[src/rtl/seq_divide_unit.sv]
// Multi-cycle signed 32-bit restoring divider feeding the HI/LO registers.
// One quotient bit per clock; quotient lands in lo_out, remainder in hi_out.
module seq_divide_unit (
  input  logic        clock,
  input  logic        clear,
  input  logic        start,
  input  logic [31:0] dividend,
  input  logic [31:0] divisor,
  output logic        busy,
  output logic        done,
  output logic        div_by_zero,
  output logic [31:0] lo_out,
  output logic [31:0] hi_out
);

  localparam int unsigned W  = 32;
  localparam int unsigned CW = 5;

  typedef enum logic [1:0] {
    S_IDLE = 2'd0,
    S_CALC = 2'd1,
    S_FIX  = 2'd2,
    S_DONE = 2'd3
  } state_t;

  state_t          r_state;
  state_t          w_next;
  logic [W:0]      r_rem;
  logic [W-1:0]    r_q;
  logic [W-1:0]    r_dvs_mag;
  logic [CW-1:0]   r_cnt;
  logic            r_q_neg;
  logic            r_r_neg;
  logic            r_busy;
  logic            r_done;
  logic            r_dbz;
  logic [W-1:0]    r_lo;
  logic [W-1:0]    r_hi;

  logic            w_accept;
  logic            w_dvs_zero;
  logic [W-1:0]    w_dvd_mag;
  logic [W-1:0]    w_dvs_mag;
  logic [W:0]      w_rem_sh;
  logic [W:0]      w_trial;

  // Operand magnitudes; the most negative value maps onto itself as unsigned.
  assign w_accept   = start && ((r_state == S_IDLE) || (r_state == S_DONE));
  assign w_dvs_zero = (divisor == '0);
  assign w_dvd_mag  = dividend[W-1] ? W'(-dividend) : dividend;
  assign w_dvs_mag  = divisor[W-1]  ? W'(-divisor)  : divisor;

  // One restoring step: shift {rem, q} left, then trial-subtract the divisor.
  assign w_rem_sh = {r_rem[W-1:0], r_q[W-1]};
  assign w_trial  = w_rem_sh - {1'b0, r_dvs_mag};

  always_ff @(posedge clock or posedge clear) begin
    if (clear) begin
      r_state <= S_IDLE;
    end else begin
      r_state <= w_next;
    end
  end

  always_comb begin
    w_next = r_state;
    case (r_state)
      S_IDLE, S_DONE: begin
        if (start) begin
          w_next = w_dvs_zero ? S_DONE : S_CALC;
        end else begin
          w_next = S_IDLE;
        end
      end
      S_CALC: begin
        if (r_cnt == CW'(W - 1)) begin
          w_next = S_FIX;
        end
      end
      S_FIX:   w_next = S_DONE;
      default: w_next = S_IDLE;
    endcase
  end

  always_ff @(posedge clock or posedge clear) begin
    if (clear) begin
      r_rem     <= '0;
      r_q       <= '0;
      r_dvs_mag <= '0;
      r_cnt     <= '0;
      r_q_neg   <= 1'b0;
      r_r_neg   <= 1'b0;
      r_lo      <= '0;
      r_hi      <= '0;
    end else if (w_accept) begin
      r_q_neg   <= dividend[W-1] ^ divisor[W-1];
      r_r_neg   <= dividend[W-1];
      r_q       <= w_dvd_mag;
      r_dvs_mag <= w_dvs_mag;
      r_rem     <= '0;
      r_cnt     <= '0;
      if (w_dvs_zero) begin
        r_lo <= '1;
        r_hi <= dividend;
      end
    end else if (r_state == S_CALC) begin
      r_rem <= w_trial[W] ? w_rem_sh : w_trial;
      r_q   <= {r_q[W-2:0], ~w_trial[W]};
      r_cnt <= r_cnt + CW'(1);
    end else if (r_state == S_FIX) begin
      r_lo <= r_q_neg ? W'(-r_q) : r_q;
      r_hi <= r_r_neg ? W'(-r_rem[W-1:0]) : r_rem[W-1:0];
    end
  end

  // Status flags registered from the next state so they line up with it.
  always_ff @(posedge clock or posedge clear) begin
    if (clear) begin
      r_busy <= 1'b0;
      r_done <= 1'b0;
      r_dbz  <= 1'b0;
    end else begin
      r_busy <= (w_next == S_CALC) || (w_next == S_FIX);
      r_done <= (w_next == S_DONE);
      r_dbz  <= w_accept && w_dvs_zero;
    end
  end

  assign busy        = r_busy;
  assign done        = r_done;
  assign div_by_zero = r_dbz;
  assign lo_out      = r_lo;
  assign hi_out      = r_hi;

endmodule

[config.mk]
export PLATFORM = sky130hd
export DESIGN_NAME = seq_divide_unit
export DESIGN_NICKNAME = d
export VERILOG_FILES = /design/src/rtl/seq_divide_unit.sv
export SDC_FILE = /design/constraint.sdc
export NUM_CORES = 1
export LEC_CHECK = 0
export BUFFER_PORTS_ARGS = -buffer_cell sky130_fd_sc_hd__buf_2
export CAP_MARGIN = 25
export CORE_MARGIN = 2
export CORE_UTILIZATION = 25
export CTS_CLUSTER_SIZE = 28
export DETAILED_ROUTE_END_ITERATION = 10
export PLACE_DENSITY_LB_ADDON = 0.12
export RECOVER_POWER = 100
export SKIP_LAST_GASP = 1
export SYNTH_ARGS = -nofsm -noshare
export SYNTH_HDL_FRONTEND = slang
export SYNTH_SLANG_ARGS = --single-unit
[constraint.sdc]
create_clock -name clock -period 10.75 [get_ports clock]
set_clock_uncertainty 0.05 [all_clocks]
set_input_delay 1.075 -clock clock [delete_from_list [all_inputs] [get_ports clock]]
set_output_delay 1.075 -clock clock [all_outputs]
set_load 0.03 [all_outputs]
* Word-level counts from Yosys, hierarchy flattened
Index checks and enable logic that the tools add are counted.
** Cells by class
- Reductions and logical operators :: 10
- Add/sub/neg operators :: 6
- Mux-type cells :: 23
- Bitwise gates (word level) :: 2
- Equality and inequality tests :: 9
** Operators by type and width (count)
- $mux 32 :: 17
- $neg 32->32 :: 4
- $sub 33x32->33 :: 1
- $logic_not 32->1 :: 1
- $mux 5 :: 2
- $eq 2x2->1 const B :: 4
- $mux 2 :: 3
- $pmux 2 s3 :: 1
- $add 5x1->5 const B :: 1
- $eq 5x5->1 const B :: 1
- $eq 2x1->1 const B :: 2
- $reduce_bool 2->1 :: 2
- $reduce_and 3->1 :: 1
- $logic_and 1x1->1 :: 2
- $logic_not 2->1 :: 1
- $logic_or 1x1->1 :: 2
- $ne 2x1->1 const B :: 1
- $ne 2x2->1 const B :: 1
- $reduce_or 2->1 :: 1
- $not 1->1 :: 1
- $xor 1x1->1 :: 1
** Word-level totals
- Input port bits :: 67
- Register bits :: 172
- Word-level logic and storage cells :: 62
- Output and inout bits :: 67

* Depth between registers and ports, before layout
Gate-level depths: netlist of the first run.
- Depth after elaboration :: 6
- Mapped depth :: 13
- Gate-level depth less buffers :: 12

* Worst setup path before layout of the first run
No wires, ideal clock.
- Kind :: in2reg
- From :: input port dividend[8]
- To :: register r_q[27]
- Library setup time :: 0.137 ns
- Cell stages on the path :: 9
- Slack :: 6.730 ns
- Data arrival time :: 3.833 ns
- Path through :: or4_4 or4_1 or2_1 or3_4 or4_4 or3_4 o21ai_2 xor2_1 a21oi_1
** On the way
- Word-level cells in the longest chain between the ends :: 3
** RTL lines
- start, declared :: line 7 : input logic [31:0] dividend,
- $neg 32->32 :: line 50 : assign w_dvd_mag = dividend[W-1] ? W'(-dividend) : dividend;
- $mux 32 :: line 50
- $mux 32 :: line 95 : end else if (w_accept) begin
- end signal, assigned :: line 98 : r_q <= w_dvd_mag;
- end signal, assigned :: line 108 : r_q <= {r_q[W-2:0], ~w_trial[W]};
- end, declared :: line 29 : logic [W-1:0] r_q;
Every way passes these cells.
A chain may end at the register's enable or synchronous reset.

==> out/results.tsv, run 1 <==
metric	value	unit
status	finished with violations	
failing checks	max-capacitance violations, max-slew violations	
first-pass GRT wire length	54800	um
post_cts resized	0	
post-synth top area cell	dfrtp_1	
Overall Power	3.15	mW
I/O Buffers	133	
worst setup path class	in2async	
reg2reg path depth	13	
Seq pwr share	0.306	
Post-Syn Nets	1468	
drt drc	0	
final net count	1557	
Pins Over Slew Limit	540	
post-CTS setup buffers	0	
data arrival time of the worst path	6.33	ns
DR pass1 iterations	5	
min Tclk post-route	5.88	ns
mean area per synthesized cell	8.47	um^2
Core Util, Final	0.291	
Worst Path Required	11.20	ns
Synth area leaders	dfrtp_1 (37%), o21ai_0 (8.8%), xor2_1 (7.0%)	
DR iter-0 viols	471	
Ant. Diodes	0	
routed len/inst	16.6	um
grt ovf	0	
Clock power frac	0.203	
hold depth	2	
pwr dens	239	nW/um^2
critical hold path startpoint	r_dvs_mag[11]$_DFFE_PP0P_	
number of buffers created by CTS	17	
maximum clock path buffer count	2	
most used flip-flop cell after synthesis	dfrtp_1	
CTS tree	built	
DRT antenna net count	0	
vias	9718	
FF+latch count, synth	172	
worst r2r src	r_q[31]$_DFFE_PP0P_	
die area	47800	um^2
Synth Warn #	0	
logic gate share of total power	0.491	
relative slew slack	-1.33	
switching part of the total	0.431	
maximum VDD drop	123	uV
sequential-to-total area share from yosys stat	0.374	
core area	45400	um^2
H-tree levels	4	
Mapped Cells	1359	
fin crit share	0.547	
worst-path fanout max	61	
reg2reg setup slack	4.96	ns
P_sw	1.36	mW
Die Wd	219	um
post-route setup slack	4.87	ns
Hold EP	r_dvs_mag[11]$_DFFE_PP0P_	
row count	78	
clk slew on worst S/H paths	0.07	ns
clock sinks	172	
initial antenna violation count	0	
TNS Setup	0	ns
max-cap viol count	11	
fmax	170	MHz
share of layout cells above drive strength 1	0.0773	
Startpoint Class	input port	
CTS root buf	clkbuf_16	
FILL cells	4934	
vias per inst	4.72	
total internal power	1.79	mW
Final Hold Viols	0	
Final HPWL DP	25500	um
CTS Hold Buffers Added	0	
Distinct cells, synth	59	
Worst setup EP type	async pin	
Die Span Y	219	um
Slew @ Worst Pin	3.49	ns
Synth top cells by count	o21ai_0 (202), dfrtp_1 (172), nand2_1 (168)	
top cell type's share of synthesized area	0.374	
Final setup violation count	0	
Detailed Route WL	34300	um
asr flop ratio synth	1.00	
gp weighted congestion	0.803	
EDFF count, synth	0	
starting density of the core	0.254	
Area Overhead vs Synth	14.7	%
P_leak	5.69	nW
Worst R2R End	r_rem[28]$_DFFE_PP0P_	
IO Pins	134	
most frequent cell after synthesis	o21ai_0	
vias in the first global route	9411	
Tot GR Track Use	0.146	
Worst-Skew Late Latency	0.45	ns
Tightest Hold Check Type	reg2reg	
Syn Std Cell Area	11500	um^2
largest net degree at the start of global routing	91	
RSZ-0062 raised after global routing	false	
worst slack at placement	6.27	ns
kinds of logic after synthesis:
logic type / after synthesis / synth area share
xor+xnor: 148 / 0.113
flops: 172 / 0.374
compound gates: 429 / 0.216
simple gates: 387 / 0.159
fa+ha+maj: 42 / 0.0463
buf+inv: 121 / 0.0399
mux: 60 / 0.0522
through the flow:
step | instance area, um^2 | hold slack [ns] | cells
after floorplan | 11500 | 0.400 | 1359
after global placement | 12800 | 0.413 | 2029
after detailed placement | 12800 | 0.418 | 2029
after CTS | 13400 | 0.434 | 2061
after global routing | 13200 | 0.454 | 2061
final | 13200 | 0.430 | 2061
state kept, by name, indices dropped and copies added (netlist names):
register,count
r_rem,32
r_state,2
div_by_zero,1
r_q_neg,1
r_dvs_mag,32
done,1
r_q,32
r_r_neg,1
hi_out,32
r_cnt,5
lo_out,32
busy,1
layout make-up:
| cell class | count | area (um^2) | share of cell area |
|---|---|---|---|
| inverters | 48 | 181 | 0.0137 |
| well taps | 600 | 751 | 0.0569 |
| clock buffers | 19 | 443 | 0.0335 |
| multi-input cells | 1066 | 6760 | 0.512 |
| repair buffers | 143 | 621 | 0.0470 |
| clock inverters | 13 | 143 | 0.0108 |
| flip-flops and latches | 172 | 4300 | 0.326 |
how the worst max path moves through the flow:
stage                                   start                     end  slack, ns  depth (start not counted)
after global routing                    clear    r_rem[8]$_DFFE_PP0P_       3.75                          4
after floorplan                         clear          busy$_DFF_PP0_       4.96                          1
after detailed placement          divisor[14]  hi_out[24]$_DFFE_PP0P_       6.27                         10
final                                   clear   r_rem[23]$_DFFE_PP0P_       4.87                          4
after CTS                 r_q[31]$_DFFE_PP0P_   r_rem[28]$_DFFE_PP0P_       6.36                         13
after global placement            divisor[14]  hi_out[25]$_DFFE_PP0P_       6.33                         10
critical path, stage by stage:
cell        delay, ns
clkbuf_1         0.08
clkinvlp_2       1.64
clkbuf_1         2.53
buf_4            0.88
layout by cell type (no fill, tap or decap), drive strengths merged, types with 5 or more instances in the layout:
| cell type | n |
|---|---|
| xor2 | 92 |
| o21ai | 203 |
| clkbuf | 99 |
| xnor2 | 56 |
| buf | 63 |
| clkinvlp | 6 |
| inv | 49 |
| o41ai | 13 |
| nor2 | 73 |
| nand2b | 10 |
| a21oi | 107 |
| nand3b | 6 |
| nor3 | 23 |
| a211oi | 7 |
| nand4 | 5 |
| or2 | 13 |
| mux2i | 60 |
| dfrtp | 172 |
| nand2 | 168 |
| nand3 | 5 |
| o31ai | 35 |
| or3 | 33 |
| a21o | 15 |
| and2 | 5 |
| ha | 41 |
| and3 | 10 |
| or4 | 13 |
| nor2b | 13 |
| nor4 | 5 |
| o21a | 6 |
| a31oi | 16 |
power by group through the flow:
stage          logic [mW]  clock network (mW)  registers [mW]
6_report             1.55               0.640           0.964
5_1_grt              1.75               0.684           0.990
4_1_cts              1.54               0.660           0.964
3_5_place_dp         1.54                   0           0.976
3_3_place_gp         1.55                   0           0.971
2_1_floorplan        1.22                   0           0.893
routing by layer:
metal / track usage / wire length [um]
met1: 0.217 / 17900
met3: 0.0196 / 1180
met2: 0.220 / 14800
met4: 0.0381 / 370
met5: 0 / 0
No activity file was read; power rests on OpenSTA's default activity.
==> run 2, diff against run 1 <==
Clock period 10.75 ns to 6 ns, I/O delays scaled along.
==> run 2 against run 1 <==
Net effect: the flow still finishes with violations (max-capacitance violations, max-slew violations); power increased by 81%; wire length increased by 0.19%; sequential share of layout area decreased by 0.29 points; non-clock buffer count increased by 2; utilization increased by 0.26 points; worst hold slack got worse by 0.049 ns; register-to-register slack got worse by 3.8 ns; die area unchanged; cell count about the same; via count increased by 0.26%; combinational power increased by 81%; sequential power increased by 76%.
==> out/results.tsv, run 2 (same netlist as run 1, synthesis figures left out) <==
metric	value	unit
Pins Over Slew Limit	249	
fin crit share	0.812	
core area	45400	um^2
FILL cells	4945	
largest net degree at the start of global routing	142	
maximum clock path buffer count	2	
min Tclk post-route	4.87	ns
row count	78	
initial antenna violation count	0	
Worst-Skew Late Latency	0.45	ns
DRT antenna net count	0	
IO Pins	134	
post-CTS setup buffers	0	
Detailed Route WL	34300	um
GRT met3 Usage	0.0219	
vias in the first global route	9647	
vias	9743	
Area Overhead vs Synth	15.8	%
grt ovf	0	
gp weighted congestion	0.810	
failing checks	max-capacitance violations, max-slew violations	
Final Hold Viols	0	
status	finished with violations	
cell mode on critical path	a21oi_1	
Tightest Hold Check Type	in2reg	
most frequent cells in the layout	o21ai_0 (202), dfrtp_1 (172), nand2_1 (168)	
die area	47800	um^2
RSZ-0062 raised after global routing	false	
Global Route met2 Usage	0.227	
worst slack at placement	1.52	ns
drt drc	0	
first-pass GRT wire length	55800	um
routed len/inst	16.6	um
post-route setup slack	1.13	ns
busiest layer in global routing	met2	
fmax	205	MHz
Worst Path Required	6.15	ns
Ant. Diodes	0	
CTS root buf	clkbuf_16	
CTS Hold Buffers Added	0	
pwr dens	427	nW/um^2
Tot GR Track Use	0.149	
Final HPWL DP	25400	um
vias per inst	4.73	
final net count	1559	
area occupied by registers	4300	um^2
max-cap viol count	4	
worst-path fanout max	29	
crit path cell chain	inv_1 > ha_1 > fa_1 > nor2b_1 > o2111ai_1 > a21boi_0 > o41a_1 > a21oi_1 > o311ai_0 > xor2_4 > clkbuf_2 > mux2i_1 > a21oi_1	
starting density of the core	0.254	
Die Wd	219	um
Worst setup EP type	flip-flop	
relative slew slack	-1.10	
maximum VDD drop	226	uV
CTS tree	built	
commonest non-fill, non-tap cell in the layout	o21ai_0	
post_cts resized	0	
H-tree levels	4	
number of buffers created by CTS	17	
I/O Buffers	133	
clock sinks	172	
data arrival time of the worst path	5.02	ns
Die Span Y	219	um
clk slew on worst S/H paths	0.07	ns
TNS Setup	0	ns
DR iter-0 viols	535	
Max stage delay on crit path	0.78	ns
Final setup violation count	0	
grt met1 use	0.216	
share of layout cells above drive strength 1	0.0821	
worst setup path class	reg2reg	
CP max-delay cell	clkbuf_2	
Startpoint Class	flip-flop	
Slew @ Worst Pin	3.15	ns
DR pass1 iterations	4	
P_leak	5.77	nW
multi-input logic area	6760	um^2
## run 2: stage by stage
step	power (mW)	util	hold slack, ns	cell area, um^2	std cells
3_3_place_gp	4.53	0.282	0.414	12800	2028
2_1_floorplan	3.78	-	0.400	11500	1359
6_report	5.69	0.294	0.381	13300	2062
3_5_place_dp	4.52	0.282	0.419	12800	2028
5_1_grt	6.21	0.294	0.388	13300	2062
4_1_cts	5.75	0.295	0.0495	13400	2059
## run 2: critical path, delay by kind of cell, from the launching register on
| kind | cells | cell delay, ns |
|---|---|---|
| AO/OA/AOI/OAI | 6 | 1.83 |
| XOR/XNOR | 1 | 0.35 |
| adder cells (fa/ha/maj) | 2 | 0.65 |
| buffers and inverters | 2 | 0.87 |
| flip-flops | 1 | 0.36 |
| multiplexers | 1 | 0.29 |
| AND/OR/NAND/NOR | 1 | 0.19 |
## run 2: where the power goes
| part | internal (mW) | total [mW] | switching [mW] |
|---|---|---|---|
| clock | 0.688 | 1.19 | 0.503 |
| sequential | 1.37 | 1.70 | 0.333 |
| combinational | 1.20 | 2.80 | 1.60 |
## run 2: layout make-up
type                            count  area share
Multi-Input combinational cell   1066       0.507
Clock buffer                       22      0.0356
Tap cell                          600      0.0563
Sequential cell                   172       0.323
Inverter                           48      0.0136
Timing Repair Buffer              145      0.0540
Clock inverter                      9      0.0101
## run 2: worst paths after layout
check                      cells after the start                     start  slack, ns                       end
min                                            3              dividend[24]       0.38    hi_out[24]$_DFFE_PP0P_
max in group asynchronous                      3                     clear       4.07  r_dvs_mag[9]$_DFFE_PP0P_
max reg2reg                                   13       r_q[31]$_DFFE_PP0P_       1.13     r_rem[19]$_DFFE_PP0P_
max                                           13       r_q[31]$_DFFE_PP0P_       1.13     r_rem[19]$_DFFE_PP0P_
min reg2reg                                    2  r_dvs_mag[6]$_DFFE_PP0P_       0.43  r_dvs_mag[6]$_DFFE_PP0P_
min in group asynchronous                      2                     clear       0.44     div_by_zero$_DFF_PP0_
## run 2: per-layer routing
| metal | vias up | wire [um] |
|---|---|---|
| li1 | 4988 | - |
| met1 | 4571 | 17600 |
| met2 | 155 | 15100 |
| met3 | 29 | 1100 |
| met4 | 0 | 512 |
| met5 | - | 0 |
